**config.mk**
```make
export PLATFORM = sky130hd
export DESIGN_NAME = fetch_unit
export DESIGN_NICKNAME = d
export VERILOG_FILES = /design/src/rtl/riscv_pkg.sv /design/src/rtl/fetch_pc_reg.sv /design/src/rtl/fetch_unit.sv
export SDC_FILE = /design/constraint.sdc
export NUM_CORES = 1
export LEC_CHECK = 0
export CAP_MARGIN = 0
export CORE_MARGIN = 4
export CORE_UTILIZATION = 48
export CTS_CLUSTER_SIZE = 24
export DETAILED_ROUTE_END_ITERATION = 10
export MAX_ROUTING_LAYER = met4
export PLACE_DENSITY_LB_ADDON = 0.08
export SYNTH_ARGS = -nofsm -noshare
export SYNTH_HDL_FRONTEND = slang
export SYNTH_SLANG_ARGS = --single-unit
```
**constraint.sdc**
```tcl
create_clock -name clk -period 5.9 [get_ports clk]
set_clock_uncertainty 0.1 [all_clocks]
set_input_delay 0.59 -clock clk [delete_from_list [all_inputs] [get_ports clk]]
set_output_delay 0.59 -clock clk [all_outputs]
set_load 0.01 [all_outputs]
```
**src/rtl/riscv_pkg.sv**
```systemverilog
// Shared types and constants for the multicycle RISC-V core front end.
package riscv_pkg;

  localparam int unsigned XLEN_DEFAULT = 32;

  localparam logic [31:0] NOP_INSTR = 32'h0000_0013;

  localparam int unsigned FAULT_MISALIGN = 0;
  localparam int unsigned FAULT_TIMEOUT  = 1;

  typedef enum logic {
    IDLE = 1'b0,
    BUSY = 1'b1
  } fetch_state_t;

endpackage

```
**src/rtl/fetch_pc_reg.sv**
```systemverilog
// Program counter register with next-PC selection and branch-target alignment check.
module fetch_pc_reg
  import riscv_pkg::*;
#(
  parameter int unsigned           XLEN     = XLEN_DEFAULT,
  parameter logic [XLEN-1:0]       RESET_PC = '0
) (
  input  logic            clk,
  input  logic            reset_n,
  input  logic            wb_en,
  input  logic            branch_taken,
  input  logic [XLEN-1:0] branch_target,
  output logic [XLEN-1:0] pc,
  output logic            misalign
);

  logic [XLEN-1:0] pc_next;

  always_comb begin
    misalign = wb_en && branch_taken && (branch_target[1:0] != 2'b00);
    pc_next  = pc;
    if (wb_en) begin
      if (!branch_taken) begin
        pc_next = pc + XLEN'(4);
      end else if (!misalign) begin
        pc_next = branch_target;
      end
    end
  end

  always_ff @(posedge clk) begin
    if (!reset_n) begin
      pc <= RESET_PC;
    end else begin
      pc <= pc_next;
    end
  end

endmodule

```
**src/rtl/fetch_unit.sv**
```systemverilog
// Instruction-fetch stage: IF-triggered req/ack memory read, WB-triggered PC advance.
// Define FETCH_TIMEOUT_EN to enable the BUSY watchdog that aborts a fetch after TIMEOUT_CYCLES.
module fetch_unit
  import riscv_pkg::*;
#(
  parameter int unsigned     XLEN           = XLEN_DEFAULT,
  parameter logic [XLEN-1:0] RESET_PC       = '0,
  parameter int unsigned     TIMEOUT_CYCLES = 16
) (
  input  logic            clk,
  input  logic            reset_n,
  input  logic            if_en,
  input  logic            wb_en,
  input  logic            branch_taken,
  input  logic [XLEN-1:0] branch_target,
  output logic            imem_req,
  output logic [XLEN-1:0] imem_addr,
  input  logic            imem_ack,
  input  logic [31:0]     imem_rdata,
  output logic [31:0]     instr,
  output logic            instr_valid,
  output logic [XLEN-1:0] pc,
  output logic            stall,
  output logic [1:0]      fault
);

  fetch_state_t    state, state_next;
  logic            req_next, valid_next, misalign, tmo_hit;
  logic [XLEN-1:0] addr_next;
  logic [31:0]     instr_next;
  logic [1:0]      fault_next;

  fetch_pc_reg #(
    .XLEN     (XLEN),
    .RESET_PC (RESET_PC)
  ) u_pc (
    .clk           (clk),
    .reset_n       (reset_n),
    .wb_en         (wb_en),
    .branch_taken  (branch_taken),
    .branch_target (branch_target),
    .pc            (pc),
    .misalign      (misalign)
  );

`ifdef FETCH_TIMEOUT_EN
  localparam int unsigned CNT_W = (TIMEOUT_CYCLES > 2) ? $clog2(TIMEOUT_CYCLES) : 1;
  logic [CNT_W-1:0] tmo_cnt, tmo_cnt_next;

  always_comb begin
    tmo_cnt_next = tmo_cnt;
    if (state == IDLE && if_en) begin
      tmo_cnt_next = '0;
    end else if (state == BUSY && !imem_ack) begin
      tmo_cnt_next = tmo_cnt + 1'b1;
    end
  end

  always_ff @(posedge clk) begin
    if (!reset_n) begin
      tmo_cnt <= '0;
    end else begin
      tmo_cnt <= tmo_cnt_next;
    end
  end

  assign tmo_hit = (tmo_cnt == CNT_W'(TIMEOUT_CYCLES - 1));
`else
  // Watchdog absent: BUSY waits indefinitely, parameter kept so instantiations stay unchanged.
  localparam bit TMO_ENABLED = 1'b0 && (TIMEOUT_CYCLES != 0);
  assign tmo_hit = TMO_ENABLED;
`endif

  assign stall = (state == BUSY);

  always_comb begin
    state_next = state;
    req_next   = imem_req;
    addr_next  = imem_addr;
    instr_next = instr;
    valid_next = instr_valid;
    fault_next = fault;
    if (misalign) begin
      fault_next[FAULT_MISALIGN] = 1'b1;
    end
    unique case (state)
      IDLE: begin
        if (if_en) begin
          req_next   = 1'b1;
          addr_next  = pc;
          valid_next = 1'b0;
          state_next = BUSY;
        end
      end
      BUSY: begin
        // ack takes priority over a coincident timeout
        if (imem_ack) begin
          instr_next = imem_rdata;
          valid_next = 1'b1;
          req_next   = 1'b0;
          state_next = IDLE;
        end else if (tmo_hit) begin
          instr_next = NOP_INSTR;
          valid_next = 1'b1;
          req_next   = 1'b0;
          fault_next[FAULT_TIMEOUT] = 1'b1;
          state_next = IDLE;
        end
      end
      default: state_next = IDLE;
    endcase
  end

  always_ff @(posedge clk) begin
    if (!reset_n) begin
      state       <= IDLE;
      imem_req    <= 1'b0;
      imem_addr   <= RESET_PC;
      instr       <= NOP_INSTR;
      instr_valid <= 1'b0;
      fault       <= '0;
    end else begin
      state       <= state_next;
      imem_req    <= req_next;
      imem_addr   <= addr_next;
      instr       <= instr_next;
      instr_valid <= valid_next;
      fault       <= fault_next;
    end
  end

endmodule
```
==> results of run 1 <==
==> synthesized netlist by cell type, types with 4 or more instances <==
cell type	n	area share
nand3_1	19	0.021
nor4_1	5	0.0069
and3_1	11	0.015
a211o_1	4	0.0077
o22ai_1	6	0.0082
nor3_1	8	0.0088
dfxtp_1	100	0.44
nor2_1	20	0.016
a31oi_1	12	0.016
o211ai_1	4	0.0066
a22oi_1	4	0.0066
and4_1	5	0.0096
or4_1	4	0.0066
a21boi_0	4	0.0066
buf_4	5	0.0082
nand2_1	162	0.13
clkbuf_1	31	0.026
nor2b_1	5	0.0069
o311ai_0	5	0.0096
buf_1	6	0.0049
and2_1	4	0.0055
inv_1	5	0.0041
nand2b_1	4	0.0055
a21oi_1	75	0.082
o21ai_0	13	0.014
nand4_1	15	0.021
==> worst min path at each step <==
stage / from / slack, ns / endpoint
6_report: imem_addr[27]$_SDFFE_PN0P_ / 0.36 / imem_addr[27]$_SDFFE_PN0P_
5_1_grt: instr[27]$_SDFFE_PN0P_ / 0.38 / instr[27]$_SDFFE_PN0P_
4_1_cts: imem_addr[27]$_SDFFE_PN0P_ / 0.36 / imem_addr[27]$_SDFFE_PN0P_
3_5_place_dp: imem_addr[27]$_SDFFE_PN0P_ / 0.35 / imem_addr[27]$_SDFFE_PN0P_
3_3_place_gp: instr[21]$_SDFFE_PN0P_ / 0.34 / instr[21]$_SDFFE_PN0P_
2_1_floorplan: imem_addr[10]$_SDFFE_PN0P_ / 0.38 / imem_addr[10]$_SDFFE_PN0P_
==> kinds of logic after synthesis <==
| family | Yosys count |
|---|---|
| adders and majority gates | 1 |
| AOI/OAI and AO/OA | 153 |
| other | 1 |
| buffers and inverters | 49 |
| DFF | 100 |
| and+or+nand+nor | 279 |
| muxes | 4 |
==> layer usage <==
layer  routed length [um]  vias to the layer above
met3                  892                       28
met5                    0                        -
met1                 6370                     2316
met4                  323                        0
li1                     -                     2373
met2                 6790                      211
==> per-stage QoR <==
| step | std cells | worst slack (ns) | power [mW] |
|---|---|---|---|
| 2_1_floorplan | 587 | 3.81 | 0.838 |
| 3_3_place_gp | 847 | 2.42 | 0.958 |
| 3_5_place_dp | 847 | 2.36 | 0.962 |
| 4_1_cts | 863 | 2.73 | 1.38 |
| 5_1_grt | 863 | 2.52 | 1.42 |
| 6_report | 863 | 2.66 | 1.37 |
==> sequential cells by signal, indices dropped and copies added (netlist names) <==
register	count
stall	1
instr_valid	1
instr	32
u_pc.pc	32
imem_req	1
imem_addr	32
fault	1
==> cell type report <==
class,count,area [um^2]
Clock inverter,6,55.1
Tap cell,129,161
Multi-Input combinational cell,438,2340
Timing Repair Buffer,175,1740
Sequential cell,100,2000
Inverter,5,18.8
Fill cell,806,2780
Clock buffer,10,138
==> critical path, delay by kind of cell <==
| kind | cells | cell delay, ns |
|---|---|---|
| AOI/OAI and AO/OA | 1 | 0.16 |
| buffers and inverters | 1 | 1.06 |
| and+or+nand+nor | 2 | 1.60 |
==> power groups by stage <==
stage | Sequential, mW | Clock [mW] | Combinational [mW]
2_1_floorplan | 0.749 | 0 | 0.0888
3_3_place_gp | 0.745 | 0 | 0.213
3_5_place_dp | 0.746 | 0 | 0.217
4_1_cts | 0.730 | 0.434 | 0.218
5_1_grt | 0.735 | 0.452 | 0.236
6_report | 0.731 | 0.423 | 0.218
==> summary.txt, run 1 <==
Drt
  • Antenna violation net count after detailed routing: 0
  • 1st-iter DRT viols: 304
  • Final wirelength: 14,400 um
  • WL/cell: 16.7 um
  • DRC viols: 0
  • Via count: 4,928
  • Vias per cell: 5.71
  • Initial DRT Pass Iterations: 5

Power and ir drop
  • Switching pwr: 385 uW
  • Comb power frac: 0.159
  • VDD IR-drop max: 0.140 mV
  • Leak: 2.21 nW
  • Sw Share: 0.280
  • Sequential Power Share: 0.533
  • Pwr/cell area: 212 nW/um^2
  • Share of power burned in the clock network: 0.309
  • Int Pwr: 987 uW

STA
  • Fin Hold WS: 0.357 ns
  • Final Setup Violations: 0
  • Slew Limit Fails: 0
  • Fin crit share: 0.549
  • FMAX: 0.309 GHz
  • Worst-Margin Slew: 1.22 ns
  • Post-route minimum period: 3.24 ns
  • Rel. slew slack: 0.180
  • RSZ-0062 raised after global routing: no
  • Setup_tns: 0 ns
  • Fin. Hold Viols: 0

Place
  • HPWL Detailed: 10,300 um
  • PortBufs: 169
  • RePlAce Congestion: 0.959
  • Area post-placement: 6260 um^2

Finish
  • Area delta synth->final: 41.7%
  • Ratio of cells with drive above 1 in the final layout: 0.0531
  • Final Util: 0.699
  • Most common cell after layout, fill and taps aside: clkdlybuf4s50_1
  • Total Nets Final: 800
  • Most frequent cells in the layout: clkdlybuf4s50_1, nand2_1, dfxtp_1
  • Finished Cell Area: 6460 um^2
  • Antenna diodes: 0

Clock network
  • Num CTS Buffers: 9
  • Hold_buf cts: 0
  • CTS tree: yes
  • Clock buffer depth: 2
  • Clock sink total: 100
  • Root buffer cell: clkbuf_8
  • Post-CTS Setup Inserts: 0
  • Worst-skew pair later-pin latency: 0.36 ns
  • H-tree Lvls: 3
  • Worst-path clk slew: 0.10 ns
  • # resized after CTS: 0

Run status
  • Outcome: complete, no violations

Critical path
  • Crit-path max cell delay: 1.06 ns
  • FF-to-FF End: u_pc.pc[30]$_SDFFE_PN0P_
  • Reg-to-Reg Start: u_pc.pc[2]$_SDFFE_PN0P_
  • Critical path class: in2reg
  • Worst endpoint required time: 6.09 ns
  • CP cell instances: clkdlybuf4s50_1, nand2_1, or4b_2, a31oi_1
  • Setup crit end kind: register
  • R2R setup slack: 3.18 ns
  • Reg2Reg Depth: 5
  • Critical Path Start: wb_en
  • Worst path slowest cell: clkdlybuf4s50_1
  • Setup crit end: u_pc.pc[21]$_SDFFE_PN0P_
  • Crit Path Max Fanout: 26
  • Crit path launch type: primary input
  • Signal arrival time at the worst endpoint: 3.43 ns

Min path
  • Hold path cells: 2
  • HP Class: reg2reg

Synthesis
  • Synth Area in XOR/XNOR: 0
  • Mapped Cells: 587
  • Number of flops mapped to enable cells by yosys: 0
  • Complex-gate fraction of the synthesized area: 0.210
  • Ys flop type: dfxtp_1
  • Mux cell area share after synthesis: 0.00906
  • Combinational family with the most area after synthesis: simple AND/OR/NAND/NOR gates
  • Synthesis warning total: 0
  • Adder-Cell Fraction of Synth Area: 0.00275
  • Sequential element share of the synthesized area: 0.439
  • Mean Syn Cell Area: 7.76 um^2
  • Ys async rst share: 0
  • Post-Syn Nets: 658
  • Post-synth cell types: 60
  • Yosys reg bits: 100
  • Synth Cell Area: 4560 um^2
  • Post-synthesis simple-gate area fraction: 0.291

Global routing
  • Routing usage on met2: 0.412
  • Met3 usage: 0.0343
  • GRT overflow: 0
  • Vias in the first global route: 4,618
  • Met1 Use GR: 0.341
  • Initial antenna violation count: 0
  • GRT Total Usage: 0.258
  • Largest net degree at the start of global routing: 49
  • Gr busiest metal: met2
  • First-pass GRT wire length: 22,900 um

Job
  • MaxCap Viol Count: 0

Die
  • Die ar.: 11,100 um^2
  • Die X-Extent: 105 um
  • Die Height: 105 um
  • Num rows: 35
  • Io pins: 171
  • Core box area: 9240 um^2
  • Initial Utilization: 0.493
(Power assumes the default switching activity.)
==> run 2, diff against run 1 <==
- CORE_UTILIZATION: 48 -> 44
- clock period: 5.9 -> 3.3 ns (I/O delays scaled with it)
==> run 2 against run 1 <==
Compared with the run above: non-clock buffer count rose by 7; power increased by 90%; hold slack improved by 0.00094 ns; global-route usage barely moved; utilization is 3.7 points lower; first-iteration DRC count grew 20%; clock power increased by 110%; routed wire length grew 6.2%; sequential share of layout area shrank 0.46 points; sequential power grew 79%; die area grew 8.4%.
==> summary.txt, run 2 (same netlist as run 1, synthesis figures left out) <==
Run status
  • Outcome: complete, no violations

STA
  • Fin Hold WS: 0.358 ns (+0.000940 ns)
  • Worst-Margin Slew: 1.13 ns (-0.0867 ns)
  • Fin crit share: 0.779
  • Post-route minimum period: 2.57 ns
  • RSZ-0062 raised after global routing: no
  • Slew Limit Fails: 0 (unchanged)
  • Worst Slack Setup Final: 0.728 ns (-1.93 ns)
  • Setup_tns: 0 ns (unchanged)
  • Final Setup Violations: 0 (unchanged)
  • FMAX: 0.389 GHz
  • Fin. Hold Viols: 0 (unchanged)
  • Rel. slew slack: 0.244 (+0.0634)

Die
  • Initial Utilization: 0.460 (-0.0333)
  • Die Height: 110 um (+4.1%)
  • Die ar.: 12,000 um^2 (+8.4%)
  • Io pins: 171 (unchanged)
  • Die X-Extent: 110 um (+4.1%)
  • Core box area: 9910 um^2 (+7.2%)
  • Num rows: 36 (+2.9%)

Clock network
  • CTS tree: yes
  • Num CTS Buffers: 9 (unchanged)
  • Clock sink total: 100 (unchanged)
  • Worst-path clk slew: 0.10 ns (about the same)
  • # resized after CTS: 0 (unchanged)
  • H-tree Lvls: 3 (unchanged)
  • Hold_buf cts: 0 (unchanged)
  • Root buffer cell: clkbuf_8
  • Post-CTS Setup Inserts: 0 (unchanged)
  • Worst-skew pair later-pin latency: 0.37 ns (about the same)
  • Clock buffer depth: 2 (unchanged)

Finish
  • Biggest regs: imem_addr (32), instr (32), u_pc.pc (32)
  • Most frequent cells in the layout: clkdlybuf4s50_1, nand2_1, dfxtp_1
  • Cell Count, Final, Fillers Out: 874 (+1.3%)
  • Most common cell after layout, fill and taps aside: clkdlybuf4s50_1
  • Area delta synth->final: 43.8%
  • Final Util: 0.661 (-0.0375)
  • Finished Cell Area: 6550 um^2 (+1.5%)
  • Antenna diodes: 0 (unchanged)
  • Total Nets Final: 807 (+0.88%)
  • Ratio of cells with drive above 1 in the final layout: 0.0621 (+0.00894)

Drt
  • DRC viols: 0 (unchanged)
  • Vias per cell: 5.68 (-0.50%)
  • WL/cell: 17.5 um (+4.9%)
  • Antenna violation net count after detailed routing: 0 (unchanged)
  • Via count: 4,966 (+0.77%)
  • Initial DRT Pass Iterations: 5 (unchanged)
  • 1st-iter DRT viols: 366 (+20%)
  • Final wirelength: 15,300 um (+6.2%)

Critical path
  • Critical path class: reg2reg
  • Setup crit end kind: register
  • Reg-to-Reg Start: u_pc.pc[3]$_SDFFE_PN0P_
  • Signal arrival time at the worst endpoint: 2.75 ns (-0.68 ns)
  • Crit Path Max Fanout: 8 (-69%)
  • Critical Path Start: u_pc.pc[3]$_SDFFE_PN0P_
  • Crit path launch type: register
  • Worst endpoint required time: 3.47 ns (-2.62 ns)

Global routing
  • Vias in the first global route: 4,628 (+0.22%)
  • GRT Total Usage: 0.258 (+0.000468)
  • Largest net degree at the start of global routing: 36 (-27%)
  • First-pass GRT wire length: 23,700 um (+3.4%)
  • GRT overflow: 0 (unchanged)
  • Initial antenna violation count: 0 (unchanged)

Power and ir drop
  • VDD IR-drop max: 0.216 mV (+54%)
  • Leak: 2.27 nW (+2.7%)
  • Pwr/cell area: 398 nW/um^2 (+87%)
  • Tot Pwr: 2.61 mW (+90%)

Min path
  • HP Class: reg2reg
  • Hold Crit Start: imem_addr[21]$_SDFFE_PN0P_

Place
  • Place WS: 0.781 ns (-1.58 ns)
  • RePlAce Congestion: 0.928 (-3.2%)
  • HPWL Detailed: 10,900 um (+5.4%)
  • Placed Cells: 858 (+1.3%)
  • Area post-placement: 6320 um^2 (+0.92%)
  • PortBufs: 169 (unchanged)

Job
  • MaxCap Viol Count: 0 (unchanged)
## run 2: area by class of cell
class | instances | area [um^2]
fill | 873 | 3360
multi-input combinational | 438 | 2340
sequential | 100 | 2000
timing repair buffer | 182 | 1790
tap | 133 | 166
clock buffer | 10 | 138
clock inverter | 6 | 93.8
inverter | 5 | 18.8
## run 2: critical path, stage by stage, from the launching register on
cell and delay [ns]:
dfxtp_1 0.48, ha_1 0.30, nand3_1 0.15, nor4_1 0.96
a31oi_1 0.18, a211o_1 0.31
## run 2: metal layers
| metal | vias up | part of all wire | global-route usage |
|---|---|---|---|
| li1 | 2379 | - | - |
| met2 | 227 | 0.48 | 0.408 |
| met5 | - | 0 | - |
| met1 | 2329 | 0.43 | 0.333 |
| met3 | 31 | 0.073 | 0.0493 |
| met4 | 0 | 0.022 | 0.0855 |
## run 2: worst paths after layout
path                                              endpoint  slack, ns  depth (start not counted)
worst min-delay path            imem_addr[21]$_SDFFE_PN0P_       0.36                          2
worst max register to register    u_pc.pc[30]$_SDFFE_PN0P_       0.73                          5
worst max-delay path              u_pc.pc[30]$_SDFFE_PN0P_       0.73                          5
worst min register to register  imem_addr[21]$_SDFFE_PN0P_       0.36                          2
## run 2: where the power goes
part | leakage [nW] | internal (mW) | switching (mW)
sequential | 0.813 | 1.25 | 0.0540
combinational | 1.34 | 0.210 | 0.191
clock | 0.119 | 0.456 | 0.446
total | 2.27 | 1.92 | 0.691
